`src/rtl/regfile_port_sched_if.sv`:
```
// Bundle of requester, debug and register-file signals around the port scheduler.
// The slave modport is the scheduler; master is the surrounding pipeline plus the file.
interface regfile_port_sched_if #(
  parameter int unsigned NUM_REQ = 3
);
  logic [NUM_REQ-1:0]   req_valid;
  logic [4*NUM_REQ-1:0] req_rd;
  logic [8*NUM_REQ-1:0] req_data;
  logic [NUM_REQ-1:0]   req_ready;
  logic                 stall;
  logic                 dbg_req;
  logic [3:0]           dbg_rd;
  logic [7:0]           dbg_data;
  logic                 dbg_done;
  logic [3:0]           rf_rd;
  logic [7:0]           rf_wdata;
  logic                 rf_we;
  logic                 rf_oe;
  logic [7:0]           rf_rdata;
  logic [7:0]           contention_cnt;

  modport master (
    output req_valid, req_rd, req_data, stall, dbg_req, dbg_rd, rf_rdata,
    input  req_ready, dbg_data, dbg_done, rf_rd, rf_wdata, rf_we, rf_oe, contention_cnt
  );

  modport slave (
    input  req_valid, req_rd, req_data, stall, dbg_req, dbg_rd, rf_rdata,
    output req_ready, dbg_data, dbg_done, rf_rd, rf_wdata, rf_we, rf_oe, contention_cnt
  );
endinterface

```
`src/rtl/regfile_port_sched.sv`:
```
// Round-robin write arbiter plus multi-cycle debug read sequencer for the
// single rd-addressed port of the 16x8 register file. All file strobes are registered.
module regfile_port_sched #(
  parameter int unsigned NUM_REQ    = 3,
  parameter int unsigned STARVE_LIM = 8
) (
  input logic                  clk_i,
  input logic                  rst_ni,
  regfile_port_sched_if.slave  bus
);

  localparam int unsigned PtrW = (NUM_REQ > 2) ? 2 : 1;

  typedef enum logic [1:0] {StIdle, StRdIssue, StRdCapture} state_e;

  state_e            state_q;
  logic [PtrW-1:0]   ptr_q;
  logic [3:0]        starve_q;
  logic [7:0]        contention_q;
  logic [3:0]        rf_rd_q;
  logic [7:0]        rf_wdata_q;
  logic              rf_we_q;
  logic              rf_oe_q;
  logic [7:0]        dbg_data_q;
  logic              dbg_done_q;

  logic              grantable;
  logic              dbg_win;
  logic              wr_win;
  logic              contend;
  logic              win_found;
  logic [PtrW-1:0]   win_idx;
  logic [PtrW-1:0]   win_next;
  logic [3:0]        win_rd;
  logic [7:0]        win_data;
  logic [PtrW:0]     cand_sum;
  logic [PtrW-1:0]   cand;
  logic [NUM_REQ-1:0] ready;

  // Reset gates grantability so req_ready stays low while rst_ni is asserted.
  assign grantable = rst_ni && (state_q == StIdle) && !bus.stall;
  assign dbg_win   = grantable && bus.dbg_req &&
                     ((bus.req_valid == '0) || (starve_q == 4'(STARVE_LIM)));
  assign wr_win    = grantable && !dbg_win && win_found;
  assign contend   = grantable && ($countones(bus.req_valid) >= 2);

  // Find the first valid requester scanning upward from ptr_q with wrap.
  always_comb begin
    win_found = 1'b0;
    win_idx   = '0;
    win_next  = '0;
    win_rd    = '0;
    win_data  = '0;
    cand_sum  = '0;
    cand      = '0;
    for (int unsigned k = 0; k < NUM_REQ; k++) begin
      cand_sum = {1'b0, ptr_q} + (PtrW+1)'(k);
      if (cand_sum >= (PtrW+1)'(NUM_REQ)) begin
        cand_sum = cand_sum - (PtrW+1)'(NUM_REQ);
      end
      cand = cand_sum[PtrW-1:0];
      if (!win_found && bus.req_valid[cand]) begin
        win_found = 1'b1;
        win_idx   = cand;
        win_rd    = bus.req_rd[{cand, 2'b00} +: 4];
        win_data  = bus.req_data[{cand, 3'b000} +: 8];
        win_next  = (cand == PtrW'(NUM_REQ - 1)) ? '0 : cand + 1'b1;
      end
    end
  end

  // One-hot ready for the write winner, combinational in the grant cycle.
  always_comb begin
    ready = '0;
    if (wr_win) begin
      ready[win_idx] = 1'b1;
    end
  end

  // Main FSM; every file-side output is a register updated here.
  always_ff @(posedge clk_i or negedge rst_ni) begin
    if (!rst_ni) begin
      state_q      <= StIdle;
      ptr_q        <= '0;
      starve_q     <= '0;
      contention_q <= '0;
      rf_rd_q      <= '0;
      rf_wdata_q   <= '0;
      rf_we_q      <= 1'b0;
      rf_oe_q      <= 1'b0;
      dbg_data_q   <= '0;
      dbg_done_q   <= 1'b0;
    end else begin
      dbg_done_q <= 1'b0;
      if (contend && (contention_q != 8'hFF)) begin
        contention_q <= contention_q + 8'd1;
      end
      unique case (state_q)
        StIdle: begin
          if (dbg_win) begin
            rf_rd_q  <= bus.dbg_rd;
            rf_we_q  <= 1'b0;
            rf_oe_q  <= 1'b1;
            starve_q <= '0;
            state_q  <= StRdIssue;
          end else if (wr_win) begin
            rf_rd_q    <= win_rd;
            rf_wdata_q <= win_data;
            rf_we_q    <= 1'b1;
            rf_oe_q    <= 1'b0;
            ptr_q      <= win_next;
            // A pending debug read lost this cycle to a writer.
            if (bus.dbg_req && (starve_q != 4'(STARVE_LIM))) begin
              starve_q <= starve_q + 4'd1;
            end
          end else begin
            rf_we_q <= 1'b0;
            rf_oe_q <= 1'b0;
          end
        end
        StRdIssue: begin
          rf_oe_q <= 1'b0;
          rf_we_q <= 1'b0;
          state_q <= StRdCapture;
        end
        StRdCapture: begin
          dbg_data_q <= bus.rf_rdata;
          dbg_done_q <= 1'b1;
          state_q    <= StIdle;
        end
        default: state_q <= StIdle;
      endcase
    end
  end

  assign bus.req_ready      = ready;
  assign bus.rf_rd          = rf_rd_q;
  assign bus.rf_wdata       = rf_wdata_q;
  assign bus.rf_we          = rf_we_q;
  assign bus.rf_oe          = rf_oe_q;
  assign bus.dbg_data       = dbg_data_q;
  assign bus.dbg_done       = dbg_done_q;
  assign bus.contention_cnt = contention_q;

endmodule

```
`src/flat_wrapper.sv`:
```
// flat-port wrapper written by rule: the top's interface ports become plain ports
module regfile_port_sched_flat 
#(
  parameter int unsigned NUM_REQ    = 3,
  parameter int unsigned STARVE_LIM = 8
)
  (clk_i, rst_ni, bus_req_valid, bus_req_rd, bus_req_data, bus_stall, bus_dbg_req, bus_dbg_rd, bus_rf_rdata, bus_req_ready, bus_dbg_data, bus_dbg_done, bus_rf_rd, bus_rf_wdata, bus_rf_we, bus_rf_oe, bus_contention_cnt);
  regfile_port_sched_if #(.NUM_REQ(NUM_REQ)) bus_i ();
  input logic clk_i;
  input logic rst_ni;
  input wire logic [$bits(bus_i.req_valid)-1:0] bus_req_valid;
  input wire logic [$bits(bus_i.req_rd)-1:0] bus_req_rd;
  input wire logic [$bits(bus_i.req_data)-1:0] bus_req_data;
  input wire logic [$bits(bus_i.stall)-1:0] bus_stall;
  input wire logic [$bits(bus_i.dbg_req)-1:0] bus_dbg_req;
  input wire logic [$bits(bus_i.dbg_rd)-1:0] bus_dbg_rd;
  input wire logic [$bits(bus_i.rf_rdata)-1:0] bus_rf_rdata;
  output wire logic [$bits(bus_i.req_ready)-1:0] bus_req_ready;
  output wire logic [$bits(bus_i.dbg_data)-1:0] bus_dbg_data;
  output wire logic [$bits(bus_i.dbg_done)-1:0] bus_dbg_done;
  output wire logic [$bits(bus_i.rf_rd)-1:0] bus_rf_rd;
  output wire logic [$bits(bus_i.rf_wdata)-1:0] bus_rf_wdata;
  output wire logic [$bits(bus_i.rf_we)-1:0] bus_rf_we;
  output wire logic [$bits(bus_i.rf_oe)-1:0] bus_rf_oe;
  output wire logic [$bits(bus_i.contention_cnt)-1:0] bus_contention_cnt;
  assign bus_i.req_valid = bus_req_valid;
  assign bus_i.req_rd = bus_req_rd;
  assign bus_i.req_data = bus_req_data;
  assign bus_i.stall = bus_stall;
  assign bus_i.dbg_req = bus_dbg_req;
  assign bus_i.dbg_rd = bus_dbg_rd;
  assign bus_i.rf_rdata = bus_rf_rdata;
  assign bus_req_ready = bus_i.req_ready;
  assign bus_dbg_data = bus_i.dbg_data;
  assign bus_dbg_done = bus_i.dbg_done;
  assign bus_rf_rd = bus_i.rf_rd;
  assign bus_rf_wdata = bus_i.rf_wdata;
  assign bus_rf_we = bus_i.rf_we;
  assign bus_rf_oe = bus_i.rf_oe;
  assign bus_contention_cnt = bus_i.contention_cnt;
  regfile_port_sched #(.NUM_REQ(NUM_REQ), .STARVE_LIM(STARVE_LIM)) u_core (.clk_i(clk_i), .rst_ni(rst_ni), .bus(bus_i));
endmodule
```
`config.mk`:
```
export PLATFORM = sky130hd
export DESIGN_NAME = regfile_port_sched_flat
export DESIGN_NICKNAME = d
export VERILOG_FILES = /design/src/rtl/regfile_port_sched_if.sv /design/src/rtl/regfile_port_sched.sv /design/src/flat_wrapper.sv
export SDC_FILE = /design/constraint.sdc
export NUM_CORES = 1
export LEC_CHECK = 0
export ABC_AREA = 1
export BUFFER_PORTS_ARGS = -buffer_cell sky130_fd_sc_hd__buf_2
export CAP_MARGIN = 15
export CORE_MARGIN = 4
export CORE_UTILIZATION = 25
export DETAILED_ROUTE_END_ITERATION = 7
export MAX_ROUTING_LAYER = met4
export PLACE_DENSITY = 0.44
export RECOVER_POWER = 100
export SYNTH_ARGS = -nofsm -noshare
export SYNTH_HDL_FRONTEND = slang
export SYNTH_SLANG_ARGS = --single-unit
```
`constraint.sdc`:
```
create_clock -name clk_i -period 3.94 [get_ports clk_i]
set_clock_uncertainty 0.05 [all_clocks]
set_input_delay 0.197 -clock clk_i [delete_from_list [all_inputs] [get_ports clk_i]]
set_output_delay 0.197 -clock clk_i [all_outputs]
set_load 0.005 [all_outputs]
```
Word-level counts from Yosys, hierarchy flattened --
Cells that the tools add are included.
Storage, ports and cells: flip-flop bits (word level) 39, latch bits 0, RAM bits 0, memory bits (read-only) 0, bits of input ports 55, output and inout port bits 34, logic and storage cells 115, memories kept 0
Operators by class: add/sub/neg operators 12, $mul 0, divide/modulo/power cells 0, magnitude comparators 9, eq/ne operators 9, shift-type cells 6, multiplexer cells 43, bitwise logic cells 1, reduce and logical (&&, ||, !) cells 25
Operators by type and width (count):
- $shiftx A24 B6 Y8 | 3
- $shiftx A12 B5 Y4 | 3
- $add A32 B1 Y32 | 1
- $ge A32 B3 Y1 const B | 1
- $mux W4 | 8
- $mux W2 | 13
- $mux W8 | 3
- $logic_and A1 B1 Y1 | 12
- $lt A2 B3 Y1 const B | 4
- $mux W1 | 11
- $add A8 B1 Y8 const B | 1
- $eq A2 B2 Y1 const B | 4
- $ne A8 B8 Y1 const B | 1
- $add A2 B1 Y2 const B | 3
- $bmux W1 S2 | 3
- $ge A3 B2 Y1 const B | 2
- $reduce_and A3 Y1 | 2
- $reduce_bool A2 Y1 | 3
- $sub A2 B2 Y2 const B | 3
- $add A4 B1 Y4 const B | 1
- $eq A4 B4 Y1 const B | 1
- $logic_not A1 Y1 | 4
- $ne A4 B4 Y1 const B | 1
- $pmux W1 S2 | 2
- other kinds (15) | 15

Depth between registers and ports, before layout --
depth after elaboration 16, gate-level depth with buffers 17, gate-level depth less buffers 15

Worst setup path after synthesis --
OpenSTA, ideal clock, no wires.
kind reg-to-output, start register u_core.ptr_q[0], end output bus_req_ready[1], arrival time 1.806 ns, required time 3.693 ns, slack 1.887 ns, cell stages (with the launch flop) 14, path buffers 3, path through dfrtp_1 inv_1 ha_1 buf_4 inv_2 buf_6 nor2_4 nand2_1 nand2_2 nand3_4 inv_2 buf_6 nand2_1 a21oi_1
Between the ends: cells in the longest elaborated chain, start to end 16, elaborated cells on any way between the ends 34, classes of those cells add/sub (5); order compare (5); mux (18); reduce/logical (6)
Ends and longest elaborated chain:
- start, declared | RTL line regfile_port_sched.sv:17 | logic [PtrW-1:0] ptr_q;
- start signal, assigned | RTL line regfile_port_sched.sv:111 | ptr_q <= win_next;
- parallel branches: the longest is 15 deep, another holds $add A2 B1 Y3
- $mux W3 * | RTL line regfile_port_sched.sv:75 | if (wr_win) begin
- end, declared | RTL line flat_wrapper.sv:18 | output wire logic [$bits(bus_i.req_ready)-1:0] bus_req_ready;
Mark *: on every way between the ends. The select of a mux whose other input is x is not followed.

Worst setup path after layout --
start register u_core.ptr_q[1], end output bus_req_ready[0]
The elaborated chain is that of the path after synthesis.

==> flow_summary_export.csv <==
group,metric,value,unit
job,maxCapViolations,1,
synth,ys_types,32,
synth,yosysTopAreaCellShare,0.3136,
setup_path,cp-start-kind,"flop",
synth,synth_compound_area_frac,0.1210,
cells_and_area,diodes,0,
clock_network,cts_resized,0,
synth,yosys.area_share.adder,0.03619,
power_and_ir_drop,switching_share,0.5122,
clock_network,cts_max_path_buffers,2,
setup_path,worst_ep_arrival_time,3.00,ns
synth,synth_area_leaders,"dfrtp_1 31%, nand2_1 23%, nand3_1 7.4%",
sta,timing_hold_violations_final,0,
sta,layout_setup_ws,0.6919,ns
clock_network,numClockSinks,39,
setup_path,critPathSlowestCell,"inv_1",
drt,drt_pre_antenna_iters,4,
setup_path,path_cells,"inv_1 > ha_1 > inv_1 > nand2_1 > nand3_1 > nand2_2 > nand3_1 > inv_2 > nand2_1 > nand2_1 > nand2_1 > nor2_1 > buf_2",
drt,drtAntennaViolNets,0,
cells_and_area,layout_common_cells,"192 x nand2_1, 63 x buf_2, 50 x inv_1",
global_route,antenna_found_initial,0,
setup_path,crit_top_cell,"nand2_1",
die,fp-row-count,40,
setup_path,crit_required,3.69,ns
clock_network,clkTransAtPathRegs,0.06,ns
clock_network,cts_tree,"done",
power_and_ir_drop,pwr-share-clk,0.137,
clock_network,cts_buffers,5,
synth,ys_ff_latch,39,
place,place_hpwl,7.421,mm
cells_and_area,nNetsFinal,632,
drt,vias_per_cell,4.516,
synth,yosysTopAreaCell,"dfrtp_1",
global_route,grt_start_max_net_pins,40,
place,gp_congestion,0.8236,
global_route,grt_pass1_wl,16.49,mm
sta,rsz0062_at_grt,"no",
die,core_area,12110,sq um
synth,syn_inst,487,
synth,synth_top_family_by_area,"simple AND/OR/NAND/NOR gates",
clock_network,htree_levels,2,
die,ios,89,
drt,wire_per_inst,13.41,um
drt,wl,9.882,mm
clock_network,cts_setup_buffers,0,
sta,tns,0,ns
synth,synth_area_per_cell,6.390,sq um
power_and_ir_drop,p_total,0.002799,W
sta,min_period,3.248,ns
sta,slew_viol_final,40,
clock_network,hold_buffers,0,
drt,via_count,3328,
global_route,grt_usage,0.1433,
outcome,failed_checks,"capacitance limit, slew limit",
setup_path,end_kind,"output pin",
setup_path,cp_slowest_stage_delay,0.47,ns
worst_hold_path,hold_class,"primary input to flop",
drt,drtIter0Drc,236,
global_route,grt_pass1_vias,3351,
synth,yosys.area_share.simple,0.3848,
power_and_ir_drop,power_density,743.6,nW/um^2
power_and_ir_drop,seqPwrFrac,0.231,
die,die_h,119.6,um
place,io_buffers,88,
cells_and_area,layout_commonest_cell,"nand2_1",
outcome,outcome,"finished, violations left",
setup_path,setup.worst_path.class,"flop to output pin",
synth,ys_warn_count,0,
sta,period_share,0.8244,
synth,synth_nets,551,
cells_and_area,fillCellCount,1411,
sta,hold_ws,0.06850,ns
power_and_ir_drop,p_sw,0.001434,W
place,post-place-ws,1.168,ns
sta,worst_pin_slew,2.144,ns
clock_network,worstSkewPairLatency,0.28,ns
die,die_area,14300,sq um
global_route,grt_overflow_total,0,
synth,synthMuxAreaShare,0.01086,
synth,syn_area,3112,sq um
drt,drc,0,
sta,setup_viol,0,
die,initial_core_util,0.2569,
power_and_ir_drop,p_leak,2.034,nW
power_and_ir_drop,ir_drop,0.2419,mV
synth,synth_xor_xnor_area_share,0.02533,
synth,ys_seq_area_frac,0.3136,
clock_network,root_buffer,"clkbuf_16",
die,die_w,119.6,um
sta,relSlewSlack,-0.4294,
cells_and_area,area_delta_synth_final,20.95,%
cells_and_area,drive_gt1_frac,0.1634,
power_and_ir_drop,pwr-share-comb,0.632,
sta,fmax,0.3079,GHz
power_and_ir_drop,internal-power,0.001365,W
setup_path,worstPathMaxFanout,27,
## power groups by stage
stage | registers (W) | clock network [W] | logic [W]
2_1_floorplan | 0.000645 | 0 | 0.00133
3_3_place_gp | 0.000652 | 0 | 0.00181
3_5_place_dp | 0.000651 | 0 | 0.00182
4_1_cts | 0.000645 | 0.000396 | 0.00183
5_1_grt | 0.000667 | 0.000414 | 0.00205
6_report | 0.000646 | 0.000384 | 0.00177
## registers in the layout (all words and copies together) (netlist names)
name / cells
u_core.bus.contention_cnt: 8
u_core.bus.dbg_data: 8
u_core.bus.rf_wdata: 8
u_core.bus.rf_rd: 4
u_core.starve_q: 4
u_core.ptr_q: 2
u_core.state_q: 2
u_core.bus.dbg_done: 1
u_core.bus.rf_oe: 1
u_core.bus.rf_we: 1
## area by class of cell
| cell class | count | area [sq um] | area share |
|---|---|---|---|
| sequential | 39 | 975.9 | 0.2593 |
| clock inverter | 1 | 5.005 | 0.001330 |
| multi-input combinational | 371 | 1779 | 0.4727 |
| timing repair buffer | 92 | 436.7 | 0.1160 |
| clock buffer | 7 | 132.6 | 0.03524 |
| inverter | 59 | 224.0 | 0.05951 |
| tap | 168 | 210.2 | 0.05585 |
## worst paths after layout
path / start / end / slack, ns / cells after the start
setup / recovery: u_core.ptr_q[1] / bus_req_ready[0] / 0.69 / 13
hold / removal: bus_rf_rdata[0] / u_core.bus.dbg_data[0] / 0.07 / 3
setup reg to reg: u_core.ptr_q[1] / u_core.bus.rf_rd[2] / 1.17 / 10
hold reg to reg: u_core.bus.dbg_data[2] / u_core.bus.dbg_data[2] / 0.43 / 2
max in group asynchronous: rst_ni / u_core.state_q[1] / 1.91 / 2
min in group asynchronous: rst_ni / u_core.bus.rf_wdata[1] / 0.71 / 2
## metrics by stage
stage | util | cell area, sq um | cells
floorplan | - | 3112 | 487
global placement | 0.3038 | 3680 | 729
detailed placement | 0.3038 | 3680 | 729
CTS | 0.3152 | 3817 | 737
global route | 0.3107 | 3764 | 737
finish | 0.3107 | 3764 | 737
## metal layers
layer | share of wire | global-route usage
met5 | 0 | -
met3 | 0.030 | 0.01932
met2 | 0.50 | 0.2373
met4 | 0.0071 | 0.02792
met1 | 0.47 | 0.1896
## kinds of logic (layout without fill, tap and decap cells)
kind of cell,Yosys count,count (layout)
compound gates,65,65
simple gates,285,285
xor+xnor,9,9
buf+inv,77,159
mux,3,3
fa+ha+maj,9,9
flops,39,39
## worst max-delay path, delay by kind of cell (launching register included)
family	cells	cell delay, ns
flip-flops	1	0.41
buffers and inverters	4	0.95
adder cells (fa/ha/maj)	1	0.36
AND/OR/NAND/NOR	8	0.99
## cells in the mapped netlist
| cell type | number |
|---|---|
| o211ai_1 | 1 |
| ha_1 | 9 |
| dfrtp_1 | 39 |
| o21ai_0 | 27 |
| o21ai_1 | 3 |
| buf_2 | 9 |
| inv_2 | 9 |
| or2_2 | 1 |
| xor2_1 | 6 |
| inv_1 | 48 |
| inv_4 | 1 |
| nor3_1 | 2 |
| nor2_1 | 28 |
| xnor2_1 | 3 |
| nand3_1 | 46 |
| o22ai_1 | 24 |
| clkbuf_1 | 3 |
| clkinv_1 | 1 |
| mux2_2 | 3 |
| buf_6 | 3 |
| buf_4 | 3 |
| nor2_2 | 2 |
| nand2_4 | 1 |
| nand4_1 | 5 |
| a21oi_4 | 1 |
| a22oi_1 | 3 |
| nand2_2 | 5 |
| nand3_2 | 1 |
| nand3_4 | 1 |
| nor2_4 | 1 |
| nand2_1 | 192 |
| a21oi_1 | 6 |
No activity file was read; power rests on OpenSTA's default activity.
